`config.mk`:
```
export PLATFORM = sky130hd
export DESIGN_NAME = temp_bcd_converter
export DESIGN_NICKNAME = d
export VERILOG_FILES = /design/src/rtl/temp_bcd_pkg.sv /design/src/rtl/bcd_counter.sv /design/src/rtl/temp_bcd_converter.sv
export SDC_FILE = /design/constraint.sdc
export NUM_CORES = 1
export LEC_CHECK = 0
export ABC_AREA = 1
export CAP_MARGIN = 15
export CORE_ASPECT_RATIO = 0.9
export CORE_MARGIN = 1
export CORE_UTILIZATION = 58
export CTS_BUF_LIST = sky130_fd_sc_hd__clkbuf_4 sky130_fd_sc_hd__clkbuf_8 sky130_fd_sc_hd__clkbuf_16
export CTS_CLUSTER_DIAMETER = 100
export CTS_CLUSTER_SIZE = 14
export DETAILED_ROUTE_END_ITERATION = 12
export GPL_ROUTABILITY_DRIVEN = 0
export PLACE_DENSITY = 0.84
export SLEW_MARGIN = 25
export SYNTH_ARGS = -nofsm -noshare
export SYNTH_HDL_FRONTEND = slang
export SYNTH_SLANG_ARGS = --single-unit
```
`constraint.sdc`:
```
create_clock -name CLK -period 4.4 [get_ports CLK]
set_clock_uncertainty 0.2 [all_clocks]
set_input_delay 0.44 -clock CLK [delete_from_list [all_inputs] [get_ports CLK]]
set_output_delay 0.44 -clock CLK [all_outputs]
set_load 0.005 [all_outputs]
```
`src/rtl/temp_bcd_pkg.sv`:
```
// Shared types and constants for the XADC-to-BCD temperature converter.
//   state_e    : converter FSM states
//   BLANK_CODE : nibble value the 7-segment multiplexer renders as an unlit digit
//   nines_const: BCD all-nines pattern for a given digit count (right-aligned, 16 bits)
package temp_bcd_pkg;

  typedef enum logic [2:0] {
    StIdle    = 3'd0,
    StCapture = 3'd1,
    StDivide  = 3'd2,
    StOutput  = 3'd3,
    StHold    = 3'd4
  } state_e;

  localparam logic [3:0] BLANK_CODE = 4'hF;
  localparam int unsigned MAX_DIGITS = 4;

  function automatic logic [4*MAX_DIGITS-1:0] nines_const(input int unsigned digits);
    logic [4*MAX_DIGITS-1:0] r;
    r = '0;
    for (int unsigned i = 0; i < MAX_DIGITS; i++) begin
      if (i < digits) r[4*i +: 4] = 4'h9;
    end
    return r;
  endfunction

endpackage

```
`src/rtl/bcd_counter.sv`:
```
// DIGITS-digit synchronous BCD incrementer.
//   CLK, RST  : clock, synchronous active-high reset (count -> 0)
//   clr       : load zero (wins over inc)
//   inc       : ripple-increment by one; each nibble stays in 0..9
//   count     : current BCD value
//   all_nines : count is 9..9
//   last_inc  : count is 9..98, i.e. the next increment reaches all nines
module bcd_counter
  import temp_bcd_pkg::*;
#(
  parameter int unsigned DIGITS = 2
) (
  input  logic                CLK,
  input  logic                RST,
  input  logic                clr,
  input  logic                inc,
  output logic [4*DIGITS-1:0] count,
  output logic                all_nines,
  output logic                last_inc
);

  localparam logic [4*MAX_DIGITS-1:0] NinesFull = nines_const(DIGITS);
  localparam logic [4*DIGITS-1:0]     Nines     = NinesFull[4*DIGITS-1:0];
  // Units digit 9 -> 8 never borrows, so a binary decrement gives the BCD value.
  localparam logic [4*DIGITS-1:0]     NinesM1   = Nines - 1'b1;

  logic [4*DIGITS-1:0] count_q, count_d;

  always_comb begin
    logic carry;
    count_d = count_q;
    carry   = inc;
    for (int unsigned i = 0; i < DIGITS; i++) begin
      if (carry) begin
        if (count_q[4*i +: 4] == 4'd9) begin
          count_d[4*i +: 4] = 4'd0;
        end else begin
          count_d[4*i +: 4] = count_q[4*i +: 4] + 4'd1;
          carry             = 1'b0;
        end
      end
    end
    if (clr) count_d = '0;
  end

  always_ff @(posedge CLK) begin
    if (RST) count_q <= '0;
    else     count_q <= count_d;
  end

  assign count     = count_q;
  assign all_nines = (count_q == Nines);
  assign last_inc  = (count_q == NinesM1);

endmodule

```
`src/rtl/temp_bcd_converter.sv`:
```
// XADC code to BCD temperature converter: bcd = min(din / SCALE, 10**DIGITS-1),
// computed by repeated subtraction at one step per clock.
//   CLK, RST : clock, synchronous active-high reset
//   en       : conversion request level; dropping it aborts and blanks the display
//   din      : raw XADC code, sampled once per conversion in CAPTURE
//   bcd      : result digits, 4'hF = blank
//   busy     : conversion in progress
//   done     : one-cycle pulse when bcd updates
//   ovf      : last result saturated at all nines
//   display  : combinational copy of en
module temp_bcd_converter
  import temp_bcd_pkg::*;
#(
  parameter int unsigned IN_W     = 12,
  parameter int unsigned DIGITS   = 2,
  parameter int unsigned SCALE    = 68,
  parameter int unsigned BLANK_LZ = 0,
  parameter int unsigned REFRESH  = 0
) (
  input  logic                CLK,
  input  logic                RST,
  input  logic                en,
  input  logic [IN_W-1:0]     din,
  output logic [4*DIGITS-1:0] bcd,
  output logic                busy,
  output logic                done,
  output logic                ovf,
  output logic                display
);

  localparam logic [IN_W-1:0]     ScaleW   = IN_W'(SCALE);
  localparam logic [4*DIGITS-1:0] AllBlank = {DIGITS{BLANK_CODE}};
  localparam int unsigned         TimerW   = (REFRESH > 0) ? $clog2(REFRESH + 1) : 1;
  localparam logic [TimerW-1:0]   TimerEnd = TimerW'(REFRESH);

  state_e              state_q, state_d;
  logic [IN_W-1:0]     cap_q, cap_d;
  logic [4*DIGITS-1:0] bcd_q, bcd_d;
  logic                busy_q, busy_d;
  logic                done_q, done_d;
  logic                ovf_q, ovf_d;
  logic                sat_q, sat_d;     // saturation flag of the conversion in flight
  logic [TimerW-1:0]   timer_q, timer_d;

  logic                cnt_clr, cnt_inc;
  logic [4*DIGITS-1:0] count;
  logic                all_nines, last_inc;
  logic [IN_W-1:0]     cap_minus;
  logic [4*DIGITS-1:0] count_blanked;

  bcd_counter #(
    .DIGITS (DIGITS)
  ) u_cnt (
    .CLK       (CLK),
    .RST       (RST),
    .clr       (cnt_clr),
    .inc       (cnt_inc),
    .count     (count),
    .all_nines (all_nines),
    .last_inc  (last_inc)
  );

  assign cap_minus = cap_q - ScaleW;

  // Leading-zero blanking from the MS digit down; the units digit is always shown.
  always_comb begin
    logic lead;
    count_blanked = count;
    lead          = 1'b1;
    if (BLANK_LZ != 0) begin
      for (int i = int'(DIGITS) - 1; i >= 1; i--) begin
        if (lead && (count[4*i +: 4] == 4'd0)) count_blanked[4*i +: 4] = BLANK_CODE;
        else                                   lead = 1'b0;
      end
    end
  end

  always_comb begin
    state_d = state_q;
    cap_d   = cap_q;
    bcd_d   = bcd_q;
    busy_d  = busy_q;
    done_d  = 1'b0;
    ovf_d   = ovf_q;
    sat_d   = sat_q;
    timer_d = timer_q;
    cnt_clr = 1'b0;
    cnt_inc = 1'b0;

    case (state_q)
      StIdle: begin
        bcd_d  = AllBlank;
        busy_d = 1'b0;
        if (en) state_d = StCapture;
      end

      StCapture: begin
        if (!en) begin
          state_d = StIdle;
          bcd_d   = AllBlank;
          busy_d  = 1'b0;
        end else begin
          cap_d   = din;
          cnt_clr = 1'b1;
          busy_d  = 1'b1;
          sat_d   = 1'b0;
          // Decide on the live input; cap_q still holds the previous sample.
          state_d = (din >= ScaleW) ? StDivide : StOutput;
        end
      end

      StDivide: begin
        if (!en) begin
          state_d = StIdle;
          bcd_d   = AllBlank;
          busy_d  = 1'b0;
        end else if (all_nines && (cap_q >= ScaleW)) begin
          sat_d   = 1'b1;
          state_d = StOutput;
        end else begin
          cap_d   = cap_minus;
          cnt_inc = 1'b1;
          if (cap_minus < ScaleW) begin
            state_d = StOutput;
          end else if (last_inc) begin
            // This step reaches all nines with quotient still left over: stop
            // here so a saturated result keeps the same q+3 latency.
            sat_d   = 1'b1;
            state_d = StOutput;
          end
        end
      end

      StOutput: begin
        bcd_d   = count_blanked;
        ovf_d   = sat_q;
        done_d  = 1'b1;
        busy_d  = 1'b0;
        timer_d = '0;
        state_d = StHold;
      end

      StHold: begin
        if (!en) begin
          state_d = StIdle;
          bcd_d   = AllBlank;
        end else if (REFRESH != 0) begin
          // Count REFRESH cycles after the done cycle, then spend one more cycle
          // here so a refresh restart has the same latency as a start from IDLE.
          if (timer_q == TimerEnd) begin
            timer_d = '0;
            state_d = StCapture;
          end else begin
            timer_d = timer_q + 1'b1;
          end
        end
      end

      default: begin
        state_d = StIdle;
        cap_d   = '0;
        bcd_d   = AllBlank;
        busy_d  = 1'b0;
        ovf_d   = 1'b0;
        sat_d   = 1'b0;
        timer_d = '0;
        cnt_clr = 1'b1;
      end
    endcase
  end

  always_ff @(posedge CLK) begin
    if (RST) begin
      state_q <= StIdle;
      cap_q   <= '0;
      bcd_q   <= AllBlank;
      busy_q  <= 1'b0;
      done_q  <= 1'b0;
      ovf_q   <= 1'b0;
      sat_q   <= 1'b0;
      timer_q <= '0;
    end else begin
      state_q <= state_d;
      cap_q   <= cap_d;
      bcd_q   <= bcd_d;
      busy_q  <= busy_d;
      done_q  <= done_d;
      ovf_q   <= ovf_d;
      sat_q   <= sat_d;
      timer_q <= timer_d;
    end
  end

  assign bcd     = bcd_q;
  assign busy    = busy_q;
  assign done    = done_q;
  assign ovf     = ovf_q;
  assign display = en;

endmodule
```
==> results.md <==
Synth:
- During synthesis, Yosys emitted a total of 0 warnings.
- The post-synthesis async set-or-reset flop share is 0.
- When the netlist entered floorplanning its net count stood at 306.
- The netlist uses 34 different library cells.
- The top flip-flop cell by instance count after synthesis is sky130_fd_sc_hd__dfxtp_1.
- The average instance in the mapped netlist occupies 6.72 sq um.
- The dominant cell type by area after synthesis is sky130_fd_sc_hd__dfxtp_1.
- The synthesized design contains 0 enable-type register cells.
- Counting every instance in the synthesized netlist gives 288.
- The post-synthesis cell area is 1930 sq um.
- The portion of the post-synthesis area used by sequential elements is 0.362.
- Counting flops and latches in the post-synthesis netlist gives 35.
- Of the post-synthesis cell area, the dominant cell type holds 0.362.
- Yosys attributes the largest share of cell area to sky130_fd_sc_hd__dfxtp_1 (36%), sky130_fd_sc_hd__nand2_1 (14%), sky130_fd_sc_hd__a21oi_1 (7.8%).

CTS:
- The number of setup buffers added after CTS is 0.
- The number of CTS-inserted buffers is 5.
- In this run the deepest clock path goes through 2 buffers.
- The tree built by TritonCTS fans out to 35 sinks.
- The TritonCTS clock tree is built.
- Once the clock tree was built, the resizer swapped 0 gates to a different size.
- The cell sitting at the root of the clock tree is a sky130_fd_sc_hd__clkbuf_8.
- Buffers inserted to repair hold after CTS numbered 0.
- The clock reaches the later pin of the worst-skew pair after 0.29 ns.
- The clock-pin transition on the worst setup and hold timing paths is 0.07 ns.
- The maximum level of the CTS H-tree is 2.

Power:
- Across the VDD grid, the largest voltage drop is 253 uV.
- Summed over all cells, the static leakage comes to 0.000998 uW.
- The power per cell area is about 370 nW/um^2.
- Summing internal, switching and leakage power gives approximately 850 uW.

STA:
- Derived from the worst setup path, the maximum achievable clock frequency is 0.434 GHz.
- The number of pins with negative max-slew slack in the final report came to 0.
- The clock period minus final worst setup slack is between 2 and 2.5 ns.
- The measured slew at the worst slew-check pin is 0.676 ns.
- Setup repair after global routing left no endpoint under its margin.
- Across all hold checks on the routed design, the worst slack comes to 0.267 ns.
- The total negative setup slack is 0 ns.
- Setup violations remaining at the end of the flow were counted as 0.
- The final number of hold-violating endpoints is 0.
- The final period utilization is 0.524.
- The relative slew slack is 0.548.

Global route:
- The initial antenna violation count was 0.
- Entering global routing, the biggest net connects 18 pins.
- The aggregate global-route resource usage is 0.274.
- Summed over all layers, the global routing overflow is 0.
- The via count of the first global-routing pass is 1719.
- The global-route wire length before repair is 7710 microns.

Setup path:
- The type of destination of the critical path is a register.
- The category of the most critical setup path is reg2reg.
- For this design, the slowest cell found on the critical path is sky130_fd_sc_hd__o21ai_2.
- The critical path buffer and inverter count is 2.
- The data required time of the critical path is 4.37 ns.
- The largest fanout on the critical path is 12.
- Data arrives at the worst endpoint at 2.28 ns.
- The family with the most delay on the worst path is compound AO/OA/AOI/OAI gates.
- For this run, the slowest stage of the critical path takes 0.43 ns.
- The signal on the critical path passes through inv_1, ha_1, nand2_2, nand2_4, nand3_2, o21ai_4, o21ai_2, inv_2, o21ai_1, a21oi_1.
- The type of origin of the critical path is a register.

Die:
- The area of the die is 3570 sq um.
- For this configuration, the core starts out at a cell density of 0.621.
- Row generation in the floorplan step produced 19 rows.
- 27 I/O pins were placed.
- The total core area is 3110 sq um.
- The horizontal die dimension is 62.9 microns.
- The vertical extent of the die is approximately 57 microns.

Route:
- In this run the remaining antenna-violating nets after routing total 0.
- The average wire length per cell after detail routing is between 10 and 15 microns.
- The iteration count of the initial detailed-routing pass is 4.
- Dividing the detail-routed via count by the number of cells gives 5.42.
- Summed over all layers, the routed wires come to 4610 microns.
- In this run, the number of DRC markers left after iteration 0 of detailed routing was 202.
- The via total after detailed routing is approximately 2k.
- In the routed design, unresolved DRC markers number 0.

Final layout:
- The area used by sequential logic in the layout is 701 sq um.
- The final cell count without fillers is 359.
- The count of nets after finishing is about 330.
- Relative to the synthesized area, the layout overhead comes to 20.0%.
- The combined area of the multi-input logic cells is 1050 sq um.
- Of the cells placed in the final design, the portion with a size suffix greater than 1 is 0.0978.
- The repair_antennas step left the layout with diodes totalling 0.
- The number of inserted filler cells in the final layout is 262.

Min path:
- The min-delay analysis places its worst path in the category reg2reg.

Outcome:
- The flow ran to the end, and the final reports show no timing, DRC or antenna violations.

Flow run:
- Max-cap violations in this run came to 0.

Place:
- The placed cell count is about 350.
- Buffers placed on the I/O ports in this run total 26.
- The HPWL after detailed placement is 3370 microns.
[worst paths after layout]
| check | from | end | slack, ns | depth (start not counted) |
|---|---|---|---|---|
| worst min register to register | bcd[6] | bcd[6] | 0.27 | 2 |
| worst max register to register | cap_q[2] | cap_q[5] | 2.10 | 10 |
| worst max-delay path | cap_q[2] | cap_q[5] | 2.10 | 10 |
| worst min-delay path | bcd[6] | bcd[6] | 0.27 | 2 |
[per-layer routing]
metal  vias up  routed length (microns)  GRT usage
li1        996                        -          -
met1       861                     2280      0.404
met2        84                     1920      0.386
met3         6                      353     0.0569
met4         0                       53      0.103
met5         -                        0          0
[cells in the mapped netlist (2+ instances only)]
cell,n
sky130_fd_sc_hd__ha_1,3
sky130_fd_sc_hd__nand2_1,70
sky130_fd_sc_hd__nand3_1,12
sky130_fd_sc_hd__inv_2,9
sky130_fd_sc_hd__nor4_1,3
sky130_fd_sc_hd__nor3_1,4
sky130_fd_sc_hd__o21ai_0,20
sky130_fd_sc_hd__nor2_1,26
sky130_fd_sc_hd__nand3_2,2
sky130_fd_sc_hd__nor2_2,3
sky130_fd_sc_hd__dfxtp_1,35
sky130_fd_sc_hd__o21ai_1,12
sky130_fd_sc_hd__clkbuf_1,2
sky130_fd_sc_hd__a22oi_1,2
sky130_fd_sc_hd__o22ai_1,2
sky130_fd_sc_hd__a211oi_2,2
sky130_fd_sc_hd__inv_1,32
sky130_fd_sc_hd__nand4_1,4
sky130_fd_sc_hd__a21oi_1,30
[cell families (layout without fill, tap and decap cells)]
family | after synthesis | after routing | synth area share
adders and majority gates | 3 | 3 | 0.0194
AOI/OAI and AO/OA | 71 | 71 | 0.205
buffers and inverters | 47 | 76 | 0.0970
and+or+nand+nor | 131 | 131 | 0.312
DFF | 35 | 35 | 0.362
xor gates and xnor gates | 1 | 1 | 0.00453
[where the power goes]
part / leakage, uW / switching (uW) / internal (uW)
Clock: 0.0000549 / 115 / 149
Combinational: 0.000658 / 141 / 85.0
Sequential: 0.000285 / 21.3 / 339
Total: 0.000998 / 277 / 573
[tightest hold or removal path: stages, from the launching register on]
cell and delay (ns):
sky130_fd_sc_hd__dfxtp_1 0.33, sky130_fd_sc_hd__a21oi_1 0.07, sky130_fd_sc_hd__nand2_1 0.05
[through the flow]
stage	instance area [sq um]	utilization	worst slack [ns]
final	2320	0.745	2.10
after global routing	2320	0.745	1.90
after CTS	2320	0.745	2.11
after detailed placement	2220	0.712	2.00
after global placement	2220	0.712	2.10
after floorplan	1930	-	2.59
[placed cells by master, fill, tap and decap left out, types with 4 or more instances in the layout]
cell	n
sky130_fd_sc_hd__nor2_1	26
sky130_fd_sc_hd__nor3_1	4
sky130_fd_sc_hd__nand3_1	12
sky130_fd_sc_hd__inv_1	32
sky130_fd_sc_hd__clkdlybuf4s50_1	26
sky130_fd_sc_hd__nand2_1	70
sky130_fd_sc_hd__o21ai_0	20
sky130_fd_sc_hd__o21ai_1	12
sky130_fd_sc_hd__dfxtp_1	35
sky130_fd_sc_hd__nand4_1	4
sky130_fd_sc_hd__inv_2	9
sky130_fd_sc_hd__clkbuf_8	7
sky130_fd_sc_hd__a21oi_1	30
[cell type report]
class,instances,area share
Multi-Input combinational cell,206,0.451
Timing Repair Buffer,26,0.112
Inverter,42,0.0679
Clock buffer,8,0.0447
Sequential cell,35,0.302
Tap cell,42,0.0226
[sequential cells by signal, indices dropped and copies added, names as in the netlist]
| register | flops |
|---|---|
| cap_q | 12 |
| bcd | 8 |
| u_cnt.count | 8 |
| state_q | 3 |
| busy | 1 |
| done | 1 |
| ovf | 1 |
| sat_q | 1 |
Power figures use the tool's default switching activity.
